File: src/rtl/audio_dac_serializer_pkg.sv
// audio_codec_pkg: format constants, default widths, left levels and FSM encoding for the DAC path
package audio_codec_pkg;
  localparam int DEF_CLK_DIV = 4;
  localparam int DEF_SAMPLE_WIDTH = 16;
  localparam int DEF_SLOT_WIDTH = 16;
  typedef enum logic {FMT_LJ = 1'b0, FMT_I2S = 1'b1} fmt_e;
  localparam logic LEFT_LVL_LJ = 1'b1;
  localparam logic LEFT_LVL_I2S = 1'b0;
  typedef enum logic {ST_IDLE = 1'b0, ST_RUN = 1'b1} state_e;
  function automatic logic left_level(fmt_e f);
    return f == FMT_I2S ? LEFT_LVL_I2S : LEFT_LVL_LJ;
  endfunction
endpackage

File: src/rtl/audio_dac_serializer_if.sv
// audio_dac_serializer_if: sample pair handshake and frame pacing strobes between DSP path and DAC
interface audio_dac_serializer_if #(
  parameter int W = 16
);
  logic [W-1:0] left_sample;
  logic [W-1:0] right_sample;
  logic sample_valid;
  logic sample_ready;
  logic sample_request;
  logic underrun;
  modport master (
    output left_sample, right_sample, sample_valid,
    input sample_ready, sample_request, underrun
  );
  modport slave (
    input left_sample, right_sample, sample_valid,
    output sample_ready, sample_request, underrun
  );
endinterface

File: src/rtl/audio_dac_serializer_bclk_divider.sv
// audio_bclk_divider: divides the master clock into BCLK and flags the cycle before each BCLK edge
module audio_bclk_divider #(
  parameter int CLK_DIV = 4
) (
  input  logic audio_clock,
  input  logic reset,
  output logic aud_bclk,
  output logic fall_evt,
  output logic rise_evt
);
  localparam int DW = $clog2(CLK_DIV);
  localparam logic [DW-1:0] TOP = DW'(CLK_DIV - 1);
  logic [DW-1:0] cnt;
  logic wrap;
  assign wrap = cnt == TOP;
  assign fall_evt = wrap && aud_bclk;
  assign rise_evt = wrap && !aud_bclk;
  // divider counter; BCLK toggles at every wrap
  always_ff @(posedge audio_clock or negedge reset)
    if (!reset) begin
      cnt <= '0;
      aud_bclk <= 1'b0;
    end else begin
      cnt <= wrap ? '0 : cnt + 1'b1;
      if (wrap) aud_bclk <= !aud_bclk;
    end
endmodule

File: src/rtl/audio_dac_serializer.sv
// audio_dac_serializer: WM8731 DAC serializer, left-justified by default, I2S when DAC_I2S_FORMAT_EN is defined
module audio_dac_serializer
  import audio_codec_pkg::*;
#(
  parameter int CLK_DIV = DEF_CLK_DIV,
  parameter int SAMPLE_WIDTH = DEF_SAMPLE_WIDTH,
  parameter int SLOT_WIDTH = DEF_SLOT_WIDTH
) (
  input  logic audio_clock,
  input  logic reset,
  audio_dac_serializer_if.slave bus,
  output logic aud_bclk,
  output logic aud_daclrck,
  output logic aud_dacdat
);
`ifdef DAC_I2S_FORMAT_EN
  localparam fmt_e FMT = FMT_I2S;
`else
  localparam fmt_e FMT = FMT_LJ;
`endif
  localparam logic LEFT = left_level(FMT);
  localparam int CW = $clog2(2 * SLOT_WIDTH);
  localparam logic [CW-1:0] LAST = CW'(2 * SLOT_WIDTH - 1);
  localparam logic [CW-1:0] SLOT = CW'(SLOT_WIDTH);
  logic fall_evt, unused_rise, load, acc, go, pend_full, tx_en, tx_bit;
  logic [CW-1:0] bit_cnt, nxt_cnt, pos;
  logic [SAMPLE_WIDTH-1:0] pend_l, pend_r, frm_l, frm_r, nxt_l, nxt_r, smp, sh;
  state_e state, state_nxt;
  audio_bclk_divider #(.CLK_DIV(CLK_DIV)) u_div (
    .audio_clock(audio_clock),
    .reset(reset),
    .aud_bclk(aud_bclk),
    .fall_evt(fall_evt),
    .rise_evt(unused_rise)
  );
  assign bus.sample_ready = !pend_full;
  assign acc = bus.sample_valid && !pend_full;
  assign load = fall_evt && bit_cnt == LAST;
  assign nxt_cnt = bit_cnt == LAST ? '0 : bit_cnt + 1'b1;
  assign nxt_l = !load ? frm_l : pend_full ? pend_l : acc ? bus.left_sample : frm_l;
  assign nxt_r = !load ? frm_r : pend_full ? pend_r : acc ? bus.right_sample : frm_r;
  assign pos = nxt_cnt < SLOT ? nxt_cnt : nxt_cnt - SLOT;
  assign smp = nxt_cnt < SLOT ? nxt_l : nxt_r;
  assign sh = smp << pos;
  assign tx_bit = tx_en && sh[SAMPLE_WIDTH-1];
  // pending buffer, frame pair (kept for replay), go flag and bit counter
  always_ff @(posedge audio_clock or negedge reset)
    if (!reset) begin
      pend_full <= 1'b0;
      pend_l <= '0;
      pend_r <= '0;
      frm_l <= '0;
      frm_r <= '0;
      go <= 1'b0;
      bit_cnt <= '0;
    end else begin
      pend_full <= !load && (pend_full || acc);
      if (acc && !load) begin
        pend_l <= bus.left_sample;
        pend_r <= bus.right_sample;
      end
      frm_l <= nxt_l;
      frm_r <= nxt_r;
      go <= go || acc;
      if (fall_evt) bit_cnt <= nxt_cnt;
    end
`ifdef DAC_I2S_FORMAT_EN
  logic dly;
`endif
  // LRCK and data change only on BCLK falls so they are stable at the codec's sampling edge
  always_ff @(posedge audio_clock or negedge reset)
    if (!reset) begin
      aud_daclrck <= LEFT;
      aud_dacdat <= 1'b0;
`ifdef DAC_I2S_FORMAT_EN
      dly <= 1'b0;
`endif
    end else if (fall_evt) begin
      aud_daclrck <= nxt_cnt < SLOT ? LEFT : !LEFT;
`ifdef DAC_I2S_FORMAT_EN
      dly <= tx_bit;
      aud_dacdat <= dly;
`else
      aud_dacdat <= tx_bit;
`endif
    end
  // FSM state register
  always_ff @(posedge audio_clock or negedge reset)
    if (!reset) state <= ST_IDLE;
    else state <= state_nxt;
  // IDLE leaves for RUN at the first frame load that has a pair to send
  always_comb state_nxt = (state == ST_IDLE && load && (go || acc)) ? ST_RUN : state;
  // data enable, frame pacing and underrun strobes
  always_comb begin
    tx_en = state == ST_RUN || (load && (go || acc));
    bus.sample_request = load;
    bus.underrun = load && state == ST_RUN && !pend_full && !acc;
  end
endmodule
File: src/flat_wrapper.sv
// flat-port wrapper written by rule: the top's interface ports become plain ports
module audio_dac_serializer_flat import audio_codec_pkg::*;
#(
  parameter int CLK_DIV = DEF_CLK_DIV,
  parameter int SAMPLE_WIDTH = DEF_SAMPLE_WIDTH,
  parameter int SLOT_WIDTH = DEF_SLOT_WIDTH
)
  (audio_clock, reset, aud_bclk, aud_daclrck, aud_dacdat, bus_left_sample, bus_right_sample, bus_sample_valid, bus_sample_ready, bus_sample_request, bus_underrun);
  audio_dac_serializer_if bus_i ();
  input  logic audio_clock;
  input  logic reset;
  output logic aud_bclk;
  output logic aud_daclrck;
  output logic aud_dacdat;
  input wire logic [$bits(bus_i.left_sample)-1:0] bus_left_sample;
  input wire logic [$bits(bus_i.right_sample)-1:0] bus_right_sample;
  input wire logic [$bits(bus_i.sample_valid)-1:0] bus_sample_valid;
  output wire logic [$bits(bus_i.sample_ready)-1:0] bus_sample_ready;
  output wire logic [$bits(bus_i.sample_request)-1:0] bus_sample_request;
  output wire logic [$bits(bus_i.underrun)-1:0] bus_underrun;
  assign bus_i.left_sample = bus_left_sample;
  assign bus_i.right_sample = bus_right_sample;
  assign bus_i.sample_valid = bus_sample_valid;
  assign bus_sample_ready = bus_i.sample_ready;
  assign bus_sample_request = bus_i.sample_request;
  assign bus_underrun = bus_i.underrun;
  audio_dac_serializer #(.CLK_DIV(CLK_DIV), .SAMPLE_WIDTH(SAMPLE_WIDTH), .SLOT_WIDTH(SLOT_WIDTH)) u_core (.audio_clock(audio_clock), .reset(reset), .bus(bus_i), .aud_bclk(aud_bclk), .aud_daclrck(aud_daclrck), .aud_dacdat(aud_dacdat));
endmodule
File: config.mk
export PLATFORM = sky130hd
export DESIGN_NAME = audio_dac_serializer_flat
export DESIGN_NICKNAME = d
export VERILOG_FILES = /design/src/rtl/audio_dac_serializer_pkg.sv /design/src/rtl/audio_dac_serializer_if.sv /design/src/rtl/audio_dac_serializer_bclk_divider.sv /design/src/rtl/audio_dac_serializer.sv /design/src/flat_wrapper.sv
export SDC_FILE = /design/constraint.sdc
export NUM_CORES = 1
export LEC_CHECK = 0
export BUFFER_PORTS_ARGS = -buffer_cell sky130_fd_sc_hd__buf_4
export CAP_MARGIN = 5
export CORE_AREA = 4 4 91 157
export CTS_CLUSTER_DIAMETER = 150
export DETAILED_ROUTE_END_ITERATION = 10
export DIE_AREA = 0 0 95 161
export SETUP_SLACK_MARGIN = 0.15
export SYNTH_ARGS = -nofsm -noshare
export SYNTH_HDL_FRONTEND = slang
export SYNTH_SLANG_ARGS = --single-unit
File: constraint.sdc
create_clock -name audio_clock -period 4.43 [get_ports audio_clock]
set_input_delay 0.886 -clock audio_clock [delete_from_list [all_inputs] [get_ports audio_clock]]
set_output_delay 0.886 -clock audio_clock [all_outputs]
set_load 0.005 [all_outputs]
# After elaboration in Yosys (flattened, before gate mapping)

Cells that the tools add are included.

Register bits after elaboration: 77
Output and inout port bits: 6

Shift operators: 1
Add/sub/neg operators: 3
Bitwise operators: 1
$lt $le $gt $ge: 1
Reduce and logical (&&, ||, !) cells: 19
Muxes and demuxes: 11
Equal/unequal tests: 2

Operators with widths:

| operator            | count |
|---|---|
| $mux 16             | 7 |
| $shl 16x5->16       | 1 |
| $logic_and 1x1->1   | 12 |
| $mux 5              | 2 |
| $add 5x1->5 const B | 1 |
| $eq 5x5->1 const B  | 1 |
| $lt 5x5->1 const B  | 1 |
| $sub 5x5->5 const B | 1 |
| $logic_not 1->1     | 4 |
| $logic_or 1x1->1    | 3 |
| $add 2x1->2 const B | 1 |
| $eq 2x2->1 const B  | 1 |
| $mux 2              | 1 |
| $mux 1              | 1 |
| $not 1->1           | 1 |

# Depth between registers and ports, before layout

Depth in word-level cells: 8
Gate-level depth with buffers: 13

# Modules after synthesis

Synthesis repeated with hierarchy kept, for this count alone.

Cell total of the unflattened synthesis: 397
Area, all modules: 3,942.5 sq um

Modules (own cells, without submodules):

| module               | sequential area each (sq um) | cells an instance | area each (sq um) | instances |
|---|---|---|---|---|
| audio_dac_serializer | 1,853.0                      | 389               | 3,826.2           | 1 |
| audio_bclk_divider   | 75.1                         | 8                 | 116.4             | 1 |

# Worst setup path after synthesis

Ideal clock, no wire load.

Path kind: flip-flop to output port
Start point: register u_core.bit_cnt[0]
End point: output port bus_underrun
Cell stages (with the launch flop): 9
Arrival time: 1,674 ps
Path buffers: 2
Slack: 1,870 ps
Required time: 3,544 ps
Cell sequence: dfrtp_1 ha_1 and3_1 ha_1 nand3_4 inv_4 buf_6 buf_6 and3_1

Longest elaborated chain between the ends: 5

RTL lines:

| what                           | line                       | RTL |
|---|---|---|
| start: declaration             | audio_dac_serializer.sv:26 | `logic [CW-1:0] bit_cnt, nxt_cnt, pos;` |
| start signal: assignment       | audio_dac_serializer.sv:65 | `if (fall_evt) bit_cnt <= nxt_cnt;` |
| $eq 5x5->1                     | audio_dac_serializer.sv:38 | `assign load = fall_evt && bit_cnt == LAST;` |
| $logic_and 1x1->1              | audio_dac_serializer.sv:38 |  |
| via bus_sample_request         | flat_wrapper.sv:19         | `output wire logic [$bits(bus_i.sample_request)-1:0] bus_sample_request;` |
| $logic_and 1x1->1 (3 in a row) | audio_dac_serializer.sv:97 | `bus.underrun = load && state == ST_RUN && !pend_full && !acc;` |
| end: declaration               | flat_wrapper.sv:20         | `output wire logic [$bits(bus_i.underrun)-1:0] bus_underrun;` |

The timed path passes the listed nets, and every way through them passes these cells.

# Worst setup path in the final report

Start point: register u_core.bit_cnt[0]
End point: output port bus_underrun

Longest elaborated chain between the ends: 5

RTL lines:

| what                           | line |
|---|---|
| $eq 5x5->1                     | audio_dac_serializer.sv:38 |
| $logic_and 1x1->1              | audio_dac_serializer.sv:38 |
| $logic_and 1x1->1 (3 in a row) | audio_dac_serializer.sv:97 |

No other way between the ends.

==> results.json <==
{
  "initialDrtViolationCount": 231,
  "fp.dieArea_um2": 15300,
  "syn_area_per_cell_um2": 11.0,
  "cap_violations": 0,
  "leakagePower_nw": 1.86,
  "io_pins": 41,
  "critPathTopFamily": "simple AND/OR/NAND/NOR gates",
  "critPathMaxFanout": 34,
  "holdPathEnd": "u_core.u_div.cnt[0]",
  "fp.dieH_um": 161,
  "synth_edf_count": 0,
  "ctsResizeCount": 0,
  "yosysWarnings": 0,
  "cts_setup_buffers": 0,
  "nNetsFinal": 414,
  "routedWlPerCell_um": 17.4,
  "vias": 2925,
  "setup_viol": 0,
  "n_fill_cell": 1354,
  "utilization_pct": 34.9,
  "synth_cell_types": 54,
  "cts_tree": "built",
  "min_path_cells": 1,
  "syn-num-nets": 386,
  "slowest_delay_ns": 0.46,
  "ant_nets": 0,
  "die_w_um": 95,
  "finalNonFillerCells": 552,
  "critPathBufInv": 2,
  "critPathLaunchType": "flop",
  "hold_start": "u_core.u_div.cnt[0]",
  "syn-cell-area_um2": 3820,
  "synthCells": 348,
  "drcViolationCount": 0,
  "ctsHtreeMaxLevel": 3,
  "clk_latency_ns": 0.34,
  "worstMarginPinSlew_ns": 0.970,
  "dp_slack_ns": 0.911,
  "drive_above_1_share_pct": 27.6,
  "p_per_area_nw_per_um2": 358,
  "core_um2": 12900,
  "gr-usage-met2_pct": 23.5,
  "finClkSkew_ns": 0.00568,
  "tns_ns": 0,
  "cp-end-kind": "output pin",
  "grt_pass1_wl_um": 15900,
  "routed_wl_um": 9620,
  "yosys.area.top_type": "dfrtp_1",
  "antenna_found_initial": 0,
  "finalWorstPathRequiredPeriod_ns": 3.88,
  "dpl.cell_count": 536,
  "mostFrequentLayoutCell": "dfrtp_1",
  "viasPerCell": 5.30,
  "hp-class": "reg -> reg",
  "grt_setup_unrepaired": "no",
  "grt_pass1_vias": 3071,
  "num_rows": 55,
  "grt_max_degree": 78,
  "hold_viol": 0,
  "cts_root_buf": "clkbuf_16",
  "rrSetupSlack_ns": 0.89,
  "ys_ff_latch": 77,
  "synth_ff_type": "dfrtp_1",
  "crit_arrival_ns": 3.00,
  "grt_use_met3_pct": 2.84,
  "synth_area_leaders": "dfrtp_1, mux2_2, a22oi_1",
  "critPathKind": "reg -> out",
  "seq_area_frac_synth_pct": 50.5,
  "gp_congestion": 0.871,
  "met1_usage_pct": 15.4,
  "area_delta_synth_final_pct": 18.2,
  "status": "completed",
  "dp_hpwl_um": 6760,
  "place.port_buffers": 40,
  "finalPower_mw": 1.62,
  "initial_core_util_pct": 29.5,
  "globalRouteOverflowTotal": 0,
  "worstPathRequired_ns": 3.54,
  "cts.reportedPaths.clkPinSlew_ns": 0.05,
  "layout_common_cells": "dfrtp_1, buf_4, nand2_1, mux2_2, nand3_1",
  "cts_made_buffers": 9,
  "grtUsageTotal_pct": 13.5,
  "timing.rr.end": "u_core.aud_dacdat",
  "crit_chain": "ha_1 > and3_1 > ha_1 > nand3_4 > inv_4 > and3_1 > buf_4",
  "yosysTopAreaCellShare_pct": 49.8,
  "slew_violations": 0,
  "synthArstFlopShare_pct": 100,
  "reg2reg_depth": 12,
  "reg2reg_from": "u_core.bit_cnt[0]",
  "relSlewSlack_pct": 35.3,
  "ir_drop_uv": 153,
  "fmax_mhz": 257,
  "grt_busiest_layer": "met2",
  "n_antenna_cell": 0,
  "critPathSlowestCell": "dfrtp_1",
  "layout_setup_ws_ns": 0.546,
  "clock_sinks": 77,
  "firstDrtPassIters": 5,
  "cts_max_path_buffers": 2,
  "fin_crit_sh_pct": 87.7,
  "hold_buffers": 0
}
report_power, final:
group          switching [mW]  internal [mW]  leakage [nW]
Combinational          0.0337         0.0414         0.833
Sequential             0.0153          0.730         0.868
Clock                   0.275          0.522         0.163
per-layer routing:
metal | vias to the layer above | wire length [µm]
met5 | - | 0
met4 | 0 | 269
met3 | 18 | 411
met2 | 62 | 5260
met1 | 1483 | 3680
li1 | 1362 | -
sequential cells by signal, indices dropped and copies added (netlist names):
name,count
u_core.aud_dacdat,1
u_core.aud_daclrck,1
u_core.bit_cnt,5
u_core.frm_l,16
u_core.frm_r,16
u_core.go,1
u_core.pend_full,1
u_core.pend_l,16
u_core.pend_r,16
u_core.state,1
u_core.u_div.aud_bclk,1
u_core.u_div.cnt,2
worst max-delay path by stage:
| stage | startpoint | to | slack [ns] | depth (start not counted) |
|---|---|---|---|---|
| 2_1_floorplan | u_core.bit_cnt[0] | bus_underrun | 1.87 | 8 |
| 3_3_place_gp | u_core.bit_cnt[0] | bus_underrun | 1.02 | 7 |
| 3_5_place_dp | u_core.bit_cnt[0] | bus_underrun | 0.91 | 7 |
| 4_1_cts | u_core.bit_cnt[0] | bus_underrun | 0.53 | 7 |
| 5_1_grt | u_core.bit_cnt[0] | bus_underrun | 0.35 | 7 |
| 6_report | u_core.bit_cnt[0] | bus_underrun | 0.55 | 7 |
per-stage QoR:
step | hold slack, ns | instance area [µm²]
after global placement | 0.414 | 4190
final | 0.424 | 4520
after global routing | 0.446 | 4520
after detailed placement | 0.420 | 4190
after CTS | 0.427 | 4520
after floorplan | 0.403 | 3820
cell type report:
cell class | instances | area (µm²) | area share, %
Sequential cell | 77 | 1930 | 42.7
Multi-Input combinational cell | 240 | 1700 | 37.6
Timing Repair Buffer | 44 | 330 | 7.32
Clock buffer | 12 | 256 | 5.68
Tap cell | 171 | 214 | 4.74
Clock inverter | 4 | 70.1 | 1.55
Inverter | 4 | 17.5 | 0.388
cell usage after synthesis (all sizes together) (3+ instances only):
cell type and instances:
nor3 4, nor2 13, clkbuf 5, nand3 22, a22oi 21, and2 4, and3 4, dfrtp 76
inv 4, o21ai 18, buf 22, nor2b 7, nand2b 5, mux2 34, a211oi 4, a32oi 17
nand2 32, a21oi 7, ha 3, o22ai 8, a31oi 8
worst register-to-register path, cell delays in order, from the launching register on:
cell and delay (ns):
dfrtp_1 0.46, ha_1 0.27, and3_1 0.18, ha_1 0.43, nand3_4 0.47, inv_4 0.48
buf_4 0.25, a32oi_1 0.10, nand2_1 0.13, o22ai_1 0.09, o311ai_1 0.29, a31oi_1 0.10
a211oi_2 0.21
logic make-up after synthesis:
family / after synthesis / synth area share, %
AO/OA/AOI/OAI: 98 / 18.6
XOR/XNOR: 4 / 0.917
adder cells (fa/ha/maj): 3 / 0.982
buffers and inverters: 31 / 5.08
flip-flops: 77 / 50.5
multiplexers: 37 / 11.1
AND/OR/NAND/NOR: 98 / 12.9
(Power assumes the default switching activity.)
